--- src/rtl/beat_timing_gen.sv ---
// rtl/beat_timing_gen.sv - machine-cycle beat generator (W1/W2/W3) with start sync, stop latch and cycle counter
module beat_timing_gen #(
    parameter int CNT_W   = 8,
    parameter bit SYNC_EN = 1'b1
) (
    input  logic             t3,
    input  logic             clr,
    input  logic             qd,
    input  logic             step_mode,
    input  logic             short,
    input  logic             long,
    input  logic             stop,
    output logic             w1,
    output logic             w2,
    output logic             w3,
    output logic             running,
    output logic [CNT_W-1:0] cycle_cnt
);

    typedef enum logic [1:0] {
        S_IDLE = 2'd0,
        S_W1   = 2'd1,
        S_W2   = 2'd2,
        S_W3   = 2'd3
    } state_t;

    state_t           r_state;
    state_t           w_next;
    logic             r_qd_prev;
    logic             r_stop_hit;
    logic [CNT_W-1:0] r_cnt;
    logic             w_qd_s;
    logic             w_go;
    logic             w_end;

    generate
        if (SYNC_EN) begin : g_sync
            logic r_sync1;
            logic r_sync2;
            always_ff @(posedge t3 or posedge clr) begin
                if (clr) begin
                    r_sync1 <= 1'b0;
                    r_sync2 <= 1'b0;
                end else begin
                    r_sync1 <= qd;
                    r_sync2 <= r_sync1;
                end
            end
            assign w_qd_s = r_sync2;
        end else begin : g_nosync
            assign w_qd_s = qd;
        end
    endgenerate

    assign w_go = w_qd_s & ~r_qd_prev;

    // w_end marks the final edge of a machine cycle; halt decision is taken only there
    always_comb begin
        w_next = r_state;
        w_end  = 1'b0;
        case (r_state)
            S_IDLE: if (w_go) w_next = S_W1;
            S_W1: begin
                if (short) w_end = 1'b1;
                else       w_next = S_W2;
            end
            S_W2: begin
                if (long) w_next = S_W3;
                else      w_end = 1'b1;
            end
            S_W3:    w_end = 1'b1;
            default: w_next = S_IDLE;
        endcase
        if (w_end) begin
            w_next = (r_stop_hit | stop | step_mode) ? S_IDLE : S_W1;
        end
    end

    always_ff @(posedge t3 or posedge clr) begin
        if (clr) begin
            r_state    <= S_IDLE;
            r_qd_prev  <= 1'b0;
            r_stop_hit <= 1'b0;
            r_cnt      <= '0;
        end else begin
            r_state   <= w_next;
            r_qd_prev <= w_qd_s;
            if (w_end) begin
                r_stop_hit <= 1'b0;
                r_cnt      <= r_cnt + 1'b1;
            end else if (r_state != S_IDLE) begin
                r_stop_hit <= r_stop_hit | stop;
            end
        end
    end

    assign w1        = (r_state == S_W1);
    assign w2        = (r_state == S_W2);
    assign w3        = (r_state == S_W3);
    assign running   = (r_state != S_IDLE);
    assign cycle_cnt = r_cnt;

endmodule

--- config.mk ---
export PLATFORM = sky130hd
export DESIGN_NAME = beat_timing_gen
export DESIGN_NICKNAME = d
export VERILOG_FILES = /design/src/rtl/beat_timing_gen.sv
export SDC_FILE = /design/constraint.sdc
export NUM_CORES = 1
export LEC_CHECK = 0
export BUFFER_PORTS_ARGS = -buffer_cell sky130_fd_sc_hd__buf_2
export CORE_ASPECT_RATIO = 0.75
export CORE_MARGIN = 5
export CORE_UTILIZATION = 40
export CTS_CLUSTER_DIAMETER = 60
export DETAILED_ROUTE_END_ITERATION = 8
export PLACE_DENSITY = 0.68
export SYNTH_ARGS = -nofsm -noshare
export SYNTH_HDL_FRONTEND = slang
export SYNTH_SLANG_ARGS = --single-unit
--- constraint.sdc ---
create_clock -name t3 -period 2.2 [get_ports t3]
set_input_delay 0 -clock t3 [delete_from_list [all_inputs] [get_ports t3]]
set_output_delay 0 -clock t3 [all_outputs]
set_load 0.005 [all_outputs]
* Word level (Yosys, flattened, before mapping)
Cells that the tools add are included. Widths: inputs -> output; s select.
Storage, ports and cells: bits in registers 14, input bits 7, output and inout bits 12
Cells by class: $add $sub $neg 1, equal/unequal tests 6, muxes and demuxes 11, bitwise operators 4, reduce and logical (&&, ||, !) cells 5
Operators with widths (count):
- $add 8x1->8 const B | 1
- $mux 2 | 4
- $ne 3x2->1 const B | 2
- $pmux 2 s3 | 1
- $mux 1 | 5
- $eq 2x2->1 const B | 2
- $reduce_and 4->1 | 1
- $reduce_bool 2->1 | 2
- $reduce_bool 4->1 | 1
- $ne 3x3->1 const B | 1
- $pmux 1 s3 | 1
- $eq 2x1->1 const B | 1
- $logic_not 2->1 | 1
- $or 1x1->1 | 2
- $and 1x1->1 | 1
- $not 1->1 | 1

* Logic depth before layout (Yosys ltp)
Gate-level depths: netlist (run 1).
depth after elaboration 5, gate-level depth with buffers 6, mapped depth without buffers 6

* Worst setup path after synthesis (run 1)
OpenSTA, ideal clock, no wires.
path kind reg-to-reg, start reg r_state[1], end reg r_cnt[1], in the netlist cycle_cnt[1], library setup time 0.125 ns, data arrival time 1.427 ns, slack 0.649 ns, cell stages (with the launch flop) 6, buffers on the path 0, period minus slack after synthesis 1.551 ns, cells stage by stage dfrtp_1 -> inv_1 -> ha_1 -> nand2_2 -> a31oi_4 -> mux2_2
Between the ends: cells in the longest elaborated chain, start to end 2, elaborated cells on any way between the ends 4
Ends and longest elaborated chain:
- start: declaration | RTL line 27 | state_t r_state;
- start signal: assignment | RTL line 86 | r_state <= w_next;
- $eq 2x1->1
- named net w1 | RTL line 13 | output logic w1,
- $pmux 1 s3 | RTL line 61 | case (r_state)
- end signal: assignment | RTL line 90 | r_cnt <= r_cnt + 1'b1;
- end: declaration | RTL line 31 | logic [CNT_W-1:0] r_cnt;
The timed path passes the listed nets, and every way through them passes these cells. A chain may end at the register's enable or synchronous reset.

* Worst setup path in the final report (run 1)
start reg r_state[1], end reg r_cnt[1], in the netlist cycle_cnt[1]
Between the ends: cells in the longest elaborated chain, start to end 2, elaborated cells on any way between the ends 4
Ends and longest elaborated chain (RTL line):
- $eq 2x2->1 / $eq 2x1->1 (equally long branches) | 61
- $pmux 1 s3 (*) | 61
Every way passes the cells marked *; elsewhere a longest branch is shown, timed or not.

==> flow_metrics.tcl, run 1 <==
set metrics [dict create \
    first_pass_iters 4 \
    grt_pass1_vias 488 \
    power.total_uw 1210 \
    dpl.hpwl_um 997 \
    critical_path_class "flop to flop" \
    cts_tree "built" \
    post-synth-top-count-cell "dfrtp_1" \
    p_sw_uw 480 \
    synth_ff_type "dfrtp_1" \
    required_ns 2.36 \
    synth_area_leader_cell "dfrtp_1" \
    hp-class "input pin to flop" \
    finalSetupTns_ns 0 \
    critPathMaxFanout 10 \
    power_density_nw_per_um2 1330 \
    syn_inst 65 \
    path_cells "inv_1 > ha_1 > nand2_2 > a31oi_4 > mux2_2" \
    fmax_mhz 583 \
    grt_pass1_wl_um 2220 \
    drt_iter0_drc 6 \
    cts_root_buf "clkbuf_4" \
    cts_sinks 14 \
    core-area_um2 1740 \
    yosysTopAreaCellShare_pct 47.8 \
    num_vias 529 \
    insertion_delay_ns 0.28 \
    synth_nets 78 \
    slowest_delay_ns 0.44 \
    yosysSeqAreaShare_pct 47.8 \
    path_clk_slew_ns 0.08 \
    tightest_slew_ns 0.535 \
    drt-total-wl_um 1300 \
    drc_errors 0 \
    multi_input_area_um2 345 \
    hold_viol 0 \
    min_period_ns 1.72 \
    cts_setup_buffers 0 \
    ios 19 \
    synthTopCellsByCount "14 x dfrtp_1, 7 x inv_1, 6 x ha_1" \
    comb_power_share_pct 48.4 \
    drv_cap 0 \
    power.sequential.fraction_pct 36.6 \
    grt_max_degree 15 \
    cp-start-kind "flop" \
    detailed_place.area_um2 840 \
    period_share_pct 78.0 \
    rows 13 \
    ir_drop_uv 719 \
    finalMaxSlewViolations 0 \
    portBuffers 18 \
    die_area_um2 2800 \
    die_h_um 47.1 \
    area_growth_pct 23.5 \
    drtAntennaViolNets 0 \
    seq_area_um2 350 \
    initial_core_util_pct 42.1 \
    synth-edff-count 0 \
    worstSetupEndpointType "flop" \
    layout-drive-gt1-share_pct 30.3 \
    skew_ns 0.00504 \
    critPathSlowestCell "dfrtp_1" \
    grt_setup_unrepaired "no" \
    post-route-util_pct 52.0 \
    relSlewSlack_pct 64.3 \
    antenna_found_initial 0 \
    leakage_uw 0.000468 \
    finalNetCount 103 \
    grt.total_usage_pct 11.3 \
    viasPerCell 4.77 \
    cts_max_path_buffers 2 \
    final-setup-viol-count 0 \
    yosys_warnings 0 \
    intPower_uw 728 \
    die_x_um 59.4 \
    async_reset_ff_share_pct 100 \
    antenna_cells 0 \
    worstPathArrival_ns 1.88 \
    outcome "finished clean" \
    yosys-top-cells-area "dfrtp_1 48%, ha_1 10%, xnor2_1 4.8%" \
    grt_overflow 0 \
    final_area_um2 906 \
    holdWs_ns 0.0844 \
    syn_avg_cell_area_um2 11.3 \
    htreeDepth 1 \
    synth.ff_latch_count 14 \
    ys_types 25 \
    n_fill_cell 155 \
    cts_buffers 3 \
    gp_congestion 0.854 \
    netSwitchingFraction_pct 39.7 \
    netlist_area_um2 733 \
    power_frac_clock_pct 15.0 \
    cp.buffers_inverters 1 \
    critical_path.top_delay_family "flip-flops" \
    wire_per_inst_um 11.7 \
]
[final timing paths]
check	endpoint	depth (start not counted)	startpoint	slack (ns)
worst min register to register	g_sync.r_sync2	0	g_sync.r_sync1	0.36
min in group asynchronous	cycle_cnt[2]	3	clr	0.30
max in group asynchronous	cycle_cnt[4]	3	clr	1.55
worst max-delay path	cycle_cnt[1]	5	r_state[1]	0.48
worst max register to register	cycle_cnt[1]	5	r_state[1]	0.48
worst min-delay path	r_state[0]	4	step_mode	0.08
[timing repair]
item / in CTS / in global routing
resized for setup: 0 / 0
endpoints found under the hold margin: 16 / 0
hold buffers: 3 / 0
[layout by cell type, fill, tap and decap left out, drive strengths merged, types with 4 or more instances in the layout]
cell type / count
xnor2: 4
clkbuf: 4
dfrtp: 14
ha: 6
inv: 7
nand2: 4
buf: 18
[stage by stage]
stage	setup slack, ns	cells
after global routing	0.360	111
after global placement	0.530	104
after CTS	0.480	111
after detailed placement	0.491	104
after floorplan	0.649	65
final	0.484	111
[cells by family (layout without fill, tap and decap cells)]
group / count (synthesis) / after routing / synth area share (%)
AO/OA/AOI/OAI: 8 / 8 / 9.73
multiplexers: 2 / 2 / 2.90
XOR/XNOR: 7 / 7 / 8.36
adder cells (fa/ha/maj): 6 / 6 / 10.2
AND/OR/NAND/NOR: 20 / 20 / 15.9
flip-flops: 14 / 14 / 47.8
buffers and inverters: 8 / 32 / 5.12
[per-layer routing]
layer	global-route usage (%)	share of wire [%]	vias to the layer above
li1	-	-	270
met1	13.7	46	247
met2	17.2	47	10
met3	6.04	6.3	2
met4	4.07	0.85	0
met5	0	0	-
[worst reg2reg max path: cells and delay by family, from the launching register on]
| kind | cells | cell delay, ns |
|---|---|---|
| muxes | 1 | 0.38 |
| DFF | 1 | 0.44 |
| AOI/OAI and AO/OA | 1 | 0.35 |
| buffers and inverters | 1 | 0.12 |
| and+or+nand+nor | 1 | 0.10 |
| adders and majority gates | 1 | 0.22 |
[power groups by stage]
| stage | clock network, uW | logic, uW | registers [uW] |
|---|---|---|---|
| after CTS | 189 | 596 | 440 |
| final | 182 | 585 | 442 |
| after global routing | 202 | 664 | 461 |
| after detailed placement | 0 | 589 | 445 |
| after global placement | 0 | 579 | 443 |
| after floorplan | 0 | 436 | 436 |
[state kept, by name (all words and copies together) (netlist names)]
signal and flops:
r_qd_prev 1, g_sync.r_sync2 1, r_state 2, cycle_cnt 8, r_stop_hit 1, g_sync.r_sync1 1
[final cells by class]
class | count | area share [%]
tap | 22 | 3.04
multi-input combinational | 43 | 38.1
inverter | 7 | 2.90
sequential | 14 | 38.7
timing repair buffer | 21 | 13.3
clock buffer | 4 | 4.01
Note: power is estimated with default switching activity, not from simulation.
==> run 2: changes to the inputs <==
ABC_AREA = 1   (was not set)
PLACE_DENSITY = 0.67   (was 0.68)
clock period = 1.69 ns   (was 2.2 ns; I/O delays follow)
==> run 2 against run 1 <==
Sequential share of layout area decreased by 3.1 points. Flip-flop and latch count is the same. Hold slack better by 0.0047 ns. Critical path type unchanged. Highest routed layer unchanged. Setup slack got worse by 0.24 ns. Sequential power is 21% higher.
==> flow_metrics.tcl, run 2 <==
set metrics [dict create \
    power.total_uw 1500 \
    hold_end "r_stop_hit" \
    async_reset_ff_share_pct 100 \
    die_x_um 62.3 \
    min_period_ns 1.45 \
    syn_avg_cell_area_um2 8.03 \
    cts_max_path_buffers 2 \
    htreeDepth 1 \
    required_ns 1.86 \
    grt.total_usage_pct 10.9 \
    insertion_delay_ns 0.28 \
    netSwitchingFraction_pct 42.8 \
    ctsResizeCount 0 \
    grt_max_degree 17 \
    cts_root_buf "clkbuf_4" \
    post-synth-top-count-cell "nand2_1" \
    tightest_slew_ns 0.494 \
    finalNetCount 139 \
    grt_overflow 0 \
    pre_cts_ws_ns 0.254 \
    r2r_cells 8 \
    skew_ns 0.00362 \
    cp-start-kind "flop" \
    detailed_place.area_um2 928 \
    layout_common_cells "34 x nand2_1, 18 x buf_2, 14 x dfrtp_1" \
    dpl.hpwl_um 1210 \
    cts_buffers 3 \
    die_area_um2 3060 \
    setup_ws_ns 0.243 \
    first_pass_iters 4 \
    holdPathStages 5 \
    num_vias 671 \
    grt_pass1_vias 607 \
    cts_sinks 14 \
    intPower_uw 858 \
    ys_types 19 \
    synth.ff_latch_count 14 \
    gp_congestion 0.794 \
    r2r-end "r_state[0]" \
    p_sw_uw 641 \
    grt_pass1_wl_um 2560 \
    synth-edff-count 0 \
    leakage_uw 0.000569 \
    fmax_mhz 691 \
    yosysSeqAreaShare_pct 42.7 \
    drc_errors 0 \
    power_density_nw_per_um2 1520 \
    multi_input_area_um2 387 \
    syn_inst 102 \
    post-route-util_pct 49.7 \
    antenna_found_initial 0 \
    hold_viol 0 \
    power_frac_clock_pct 15.6 \
    min_from "stop" \
    antenna_cells 0 \
    period_share_pct 85.6 \
    path_clk_slew_ns 0.08 \
    drv_cap 0 \
    ios 19 \
    hp-class "input pin to flop" \
    synthTopCellsByCount "34 x nand2_1, 14 x dfrtp_1, 13 x inv_1" \
    critPathMaxFanout 16 \
    critical_path.top_delay_family "simple AND/OR/NAND/NOR gates" \
    seq_area_um2 350 \
    rows 14 \
    critPathSlowestCell "dfrtp_1" \
    largest_reg_flops 8 \
    slowest_delay_ns 0.40 \
    viasPerCell 4.50 \
    die_h_um 49.2 \
    drt_iter0_drc 13 \
    outcome "finished clean" \
    core-area_um2 1980 \
    relSlewSlack_pct 67.0 \
    netlist_area_um2 820 \
    finalMaxSlewViolations 0 \
    power.sequential.fraction_pct 35.6 \
    comb_power_share_pct 48.8 \
    area_growth_pct 20.2 \
    r2r_start "r_state[1]" \
    path_cells "inv_1 > ha_1 > nand2_1 > nand3_2 > nand2_4 > nand3_1 > nand2_1 > nand2_1" \
    portBuffers 18 \
    critical_path_class "flop to flop" \
    synth_area_leader_cell "dfrtp_1" \
    synth_nets 115 \
    worstSetupEndpointType "flop" \
    yosysTopAreaCellShare_pct 42.7 \
    yosys-top-cells-area "dfrtp_1 43%, nand2_1 16%, ha_1 9.2%" \
    yosys_warnings 0 \
    layout-drive-gt1-share_pct 25.6 \
    wire_per_inst_um 10.3 \
    cts_tree "built" \
    ir_drop_uv 739 \
    drt-total-wl_um 1530 \
    final_area_um2 985 \
    finalSetupTns_ns 0 \
    worstPathArrival_ns 1.62 \
    reg2reg_slack_ns 0.24 \
    synth_ff_type "dfrtp_1" \
    initial_core_util_pct 41.4 \
    n_fill_cell 189 \
    drtAntennaViolNets 0 \
    crit_top_cell "nand2_1" \
    cp.buffers_inverters 1 \
    grt_setup_unrepaired "no" \
    final-setup-viol-count 0 \
    final_common_cell "nand2_1" \
]
-- run 2: timing repair --
action | 4_1_cts | 5_1_grt
buffers inserted | 0 | 0
hold buffers | 2 | 0
endpoints found under the hold margin | 15 | 0
-- run 2: logic make-up (layout without fill, tap and decap cells) --
logic type | Yosys count | in the layout | synth area share, %
AND/OR/NAND/NOR | 54 | 54 | 30.4
buffers and inverters | 20 | 43 | 10.1
flip-flops | 14 | 14 | 42.7
adder cells (fa/ha/maj) | 6 | 6 | 9.16
AO/OA/AOI/OAI | 4 | 4 | 3.36
XOR/XNOR | 4 | 4 | 4.28
-- run 2: how the worst max path moves through the flow --
stage / from / end / slack (ns) / depth (start not counted)
floorplan: r_state[1] / r_stop_hit / 0.39 / 8
global placement: r_state[1] / r_state[0] / 0.31 / 8
detailed placement: r_state[1] / r_state[0] / 0.25 / 8
CTS: r_state[1] / r_state[0] / 0.24 / 8
global route: r_state[1] / r_state[0] / 0.11 / 8
finish: r_state[1] / r_state[0] / 0.24 / 8
-- run 2: layout make-up --
class                           instances  area share [%]
Timing Repair Buffer                   20            11.2
Tap cell                               24            3.05
Inverter                               19            7.24
Clock buffer                            4            3.68
Multi-Input combinational cell         68            39.3
Sequential cell                        14            35.6
-- run 2: power groups by stage --
stage | clock network [uW] | logic (uW) | registers (uW)
floorplan | 0 | 559 | 527
global placement | 0 | 724 | 535
detailed placement | 0 | 737 | 540
CTS | 244 | 745 | 534
global route | 262 | 839 | 546
finish | 234 | 731 | 534
-- run 2: tightest hold or removal path: stages --
cell	delay, ns
buf_2	0.09
inv_1	0.03
nor2_1	0.10
o22ai_2	0.09
inv_2	0.04
-- run 2: routing by layer --
| layer | vias to the layer above | track usage [%] | part of all wire [%] |
|---|---|---|---|
| met5 | - | 0 | 0 |
| met3 | 2 | 5.30 | 6.0 |
| met1 | 296 | 13.1 | 46 |
| met4 | 0 | 5.30 | 1.0 |
| li1 | 361 | - | - |
| met2 | 12 | 16.2 | 46 |
-- run 2: metrics by stage --
stage,hold WS (ns),std cells
final,0.0891,149
after detailed placement,0.0549,143
after global placement,0.0584,143
after CTS,0.0839,149
after floorplan,-0.111,102
after global routing,0.103,149
==> run 3: changes to the inputs <==
RECOVER_POWER = 50   (was not set)
==> run 3 against run 2 <==
Sequential share of layout area hardly changed. Total power is 0.15% higher. Via count is 0.30% higher. Register-to-register slack hardly changed. Critical endpoint unchanged. Clock power hardly changed.
==> flow_metrics.tcl, run 3 (same netlist as run 2, synthesis figures left out) <==
set metrics [dict create \
    portBuffers 18 \
    min_period_ns 1.45 \
    cts_buffers 3 \
    leakage_uw 0.000564 \
    cp.buffers_inverters 1 \
    critical_path_class "flop to flop" \
    core-area_um2 1980 \
    htreeDepth 1 \
    r2r-end "r_state[0]" \
    largest_reg_flops 8 \
    area_growth_pct 20.0 \
    die_area_um2 3060 \
    drt-total-wl_um 1540 \
    dpl.hpwl_um 1210 \
    rows 14 \
    ios 19 \
    hp-class "input pin to flop" \
    post-route-util_pct 49.7 \
    drc_errors 0 \
    worstSetupEndpointType "flop" \
    placed_cells 143 \
    setup_ws_ns 0.244 \
    cts_sinks 14 \
    cts_max_path_buffers 2 \
    startpoint "r_state[1]" \
    path_cells "inv_1 > ha_1 > nand2_1 > nand3_2 > nand2_4 > nand3_1 > nand2_1 > nand2_1" \
    r2r_cells 8 \
    first_pass_iters 4 \
    grt_pass1_wl_um 2560 \
    wire_per_inst_um 10.3 \
    layout-drive-gt1-share_pct 24.8 \
    cts_root_buf "clkbuf_4" \
    finalMaxSlewViolations 0 \
    required_ns 1.86 \
    slowest_delay_ns 0.40 \
    reg2reg_slack_ns 0.24 \
    ctsResizeCount 0 \
    antenna_cells 0 \
    final_area_um2 983 \
    relSlewSlack_pct 66.5 \
    ir_drop_uv 739 \
    die_x_um 62.3 \
    critPathSlowestCell "dfrtp_1" \
    critical_path_depth 8 \
    layout_common_cells "34 x nand2_1, 17 x buf_2, 14 x dfrtp_1" \
    cp-endpoint "r_state[0]" \
    viasPerCell 4.52 \
    grt_overflow 0 \
    gp_congestion 0.794 \
    num_vias 673 \
    insertion_delay_ns 0.28 \
    period_share_pct 85.6 \
    drtAntennaViolNets 0 \
    detailed_place.area_um2 928 \
    skew_ns 0.00364 \
    path_clk_slew_ns 0.08 \
    grt_max_degree 17 \
    layoutNonFillerInstCount 149 \
    power_density_nw_per_um2 1530 \
    cp-start-kind "flop" \
    r2r_start "r_state[1]" \
    grt.total_usage_pct 10.9 \
    initial_core_util_pct 41.4 \
    final-setup-viol-count 0 \
    drt_iter0_drc 10 \
    critical_path.top_delay_family "simple AND/OR/NAND/NOR gates" \
    final_common_cell "nand2_1" \
    grt_setup_unrepaired "no" \
    finalNetCount 139 \
    finalSetupTns_ns 0 \
    die_h_um 49.2 \
    cts_tree "built" \
    critPathMaxFanout 16 \
    hold_viol 0 \
    grt_pass1_vias 607 \
    pre_cts_ws_ns 0.254 \
    tightest_slew_ns 0.503 \
    antenna_found_initial 0 \
    drv_cap 0 \
    crit_top_cell "nand2_1" \
    fmax_mhz 692 \
    n_fill_cell 189 \
    outcome "finished clean" \
    worstPathArrival_ns 1.62 \
]
## run 3: worst min path at each step
stage	cells past startpoint	to	slack [ns]	start
6_report	5	r_stop_hit	0.09	stop
5_1_grt	5	r_stop_hit	0.10	stop
4_1_cts	5	r_stop_hit	0.08	stop
3_5_place_dp	2	r_qd_prev	0.05	clr
3_3_place_gp	2	r_qd_prev	0.06	clr
2_1_floorplan	1	cycle_cnt[0]	-0.11	clr
## run 3: timing repair
item | in CTS | in global routing
hold endpoints to repair | 15 | 0
setup buffers | 0 | 0
hold buffers | 2 | 0
## run 3: worst min-delay path, stage by stage
cell,delay (ns)
buf_2,0.09
inv_1,0.03
nor2_1,0.10
o22ai_2,0.09
inv_2,0.04
## run 3: report_power, final
group | internal (uW) | switching, uW
logic | 296 | 437
clock network | 131 | 103
registers | 431 | 103
## run 3: per-layer routing
metal	vias up	part of all wire [%]	GRT usage, %	wire length (um)
met5	-	0	0	0
met4	0	1.0	5.30	16
met3	2	4.8	5.30	74
met2	10	47	16.2	721
met1	299	47	13.1	729
li1	362	-	-	-
## run 3: area by class of cell
| type | instances | area [um^2] | share of cell area, % |
|---|---|---|---|
| well taps | 24 | 30.0 | 3.05 |
| multi-input cells | 68 | 387 | 39.3 |
| clock buffers | 4 | 36.3 | 3.69 |
| inverters | 19 | 71.3 | 7.25 |
| repair buffers | 20 | 109 | 11.1 |
| flip-flops and latches | 14 | 350 | 35.6 |
## run 3: stage by stage
stage	power, uW	hold WS [ns]
floorplan	1090	-0.111
global placement	1260	0.0584
detailed placement	1280	0.0549
CTS	1520	0.0839
global route	1650	0.103
finish	1500	0.0881
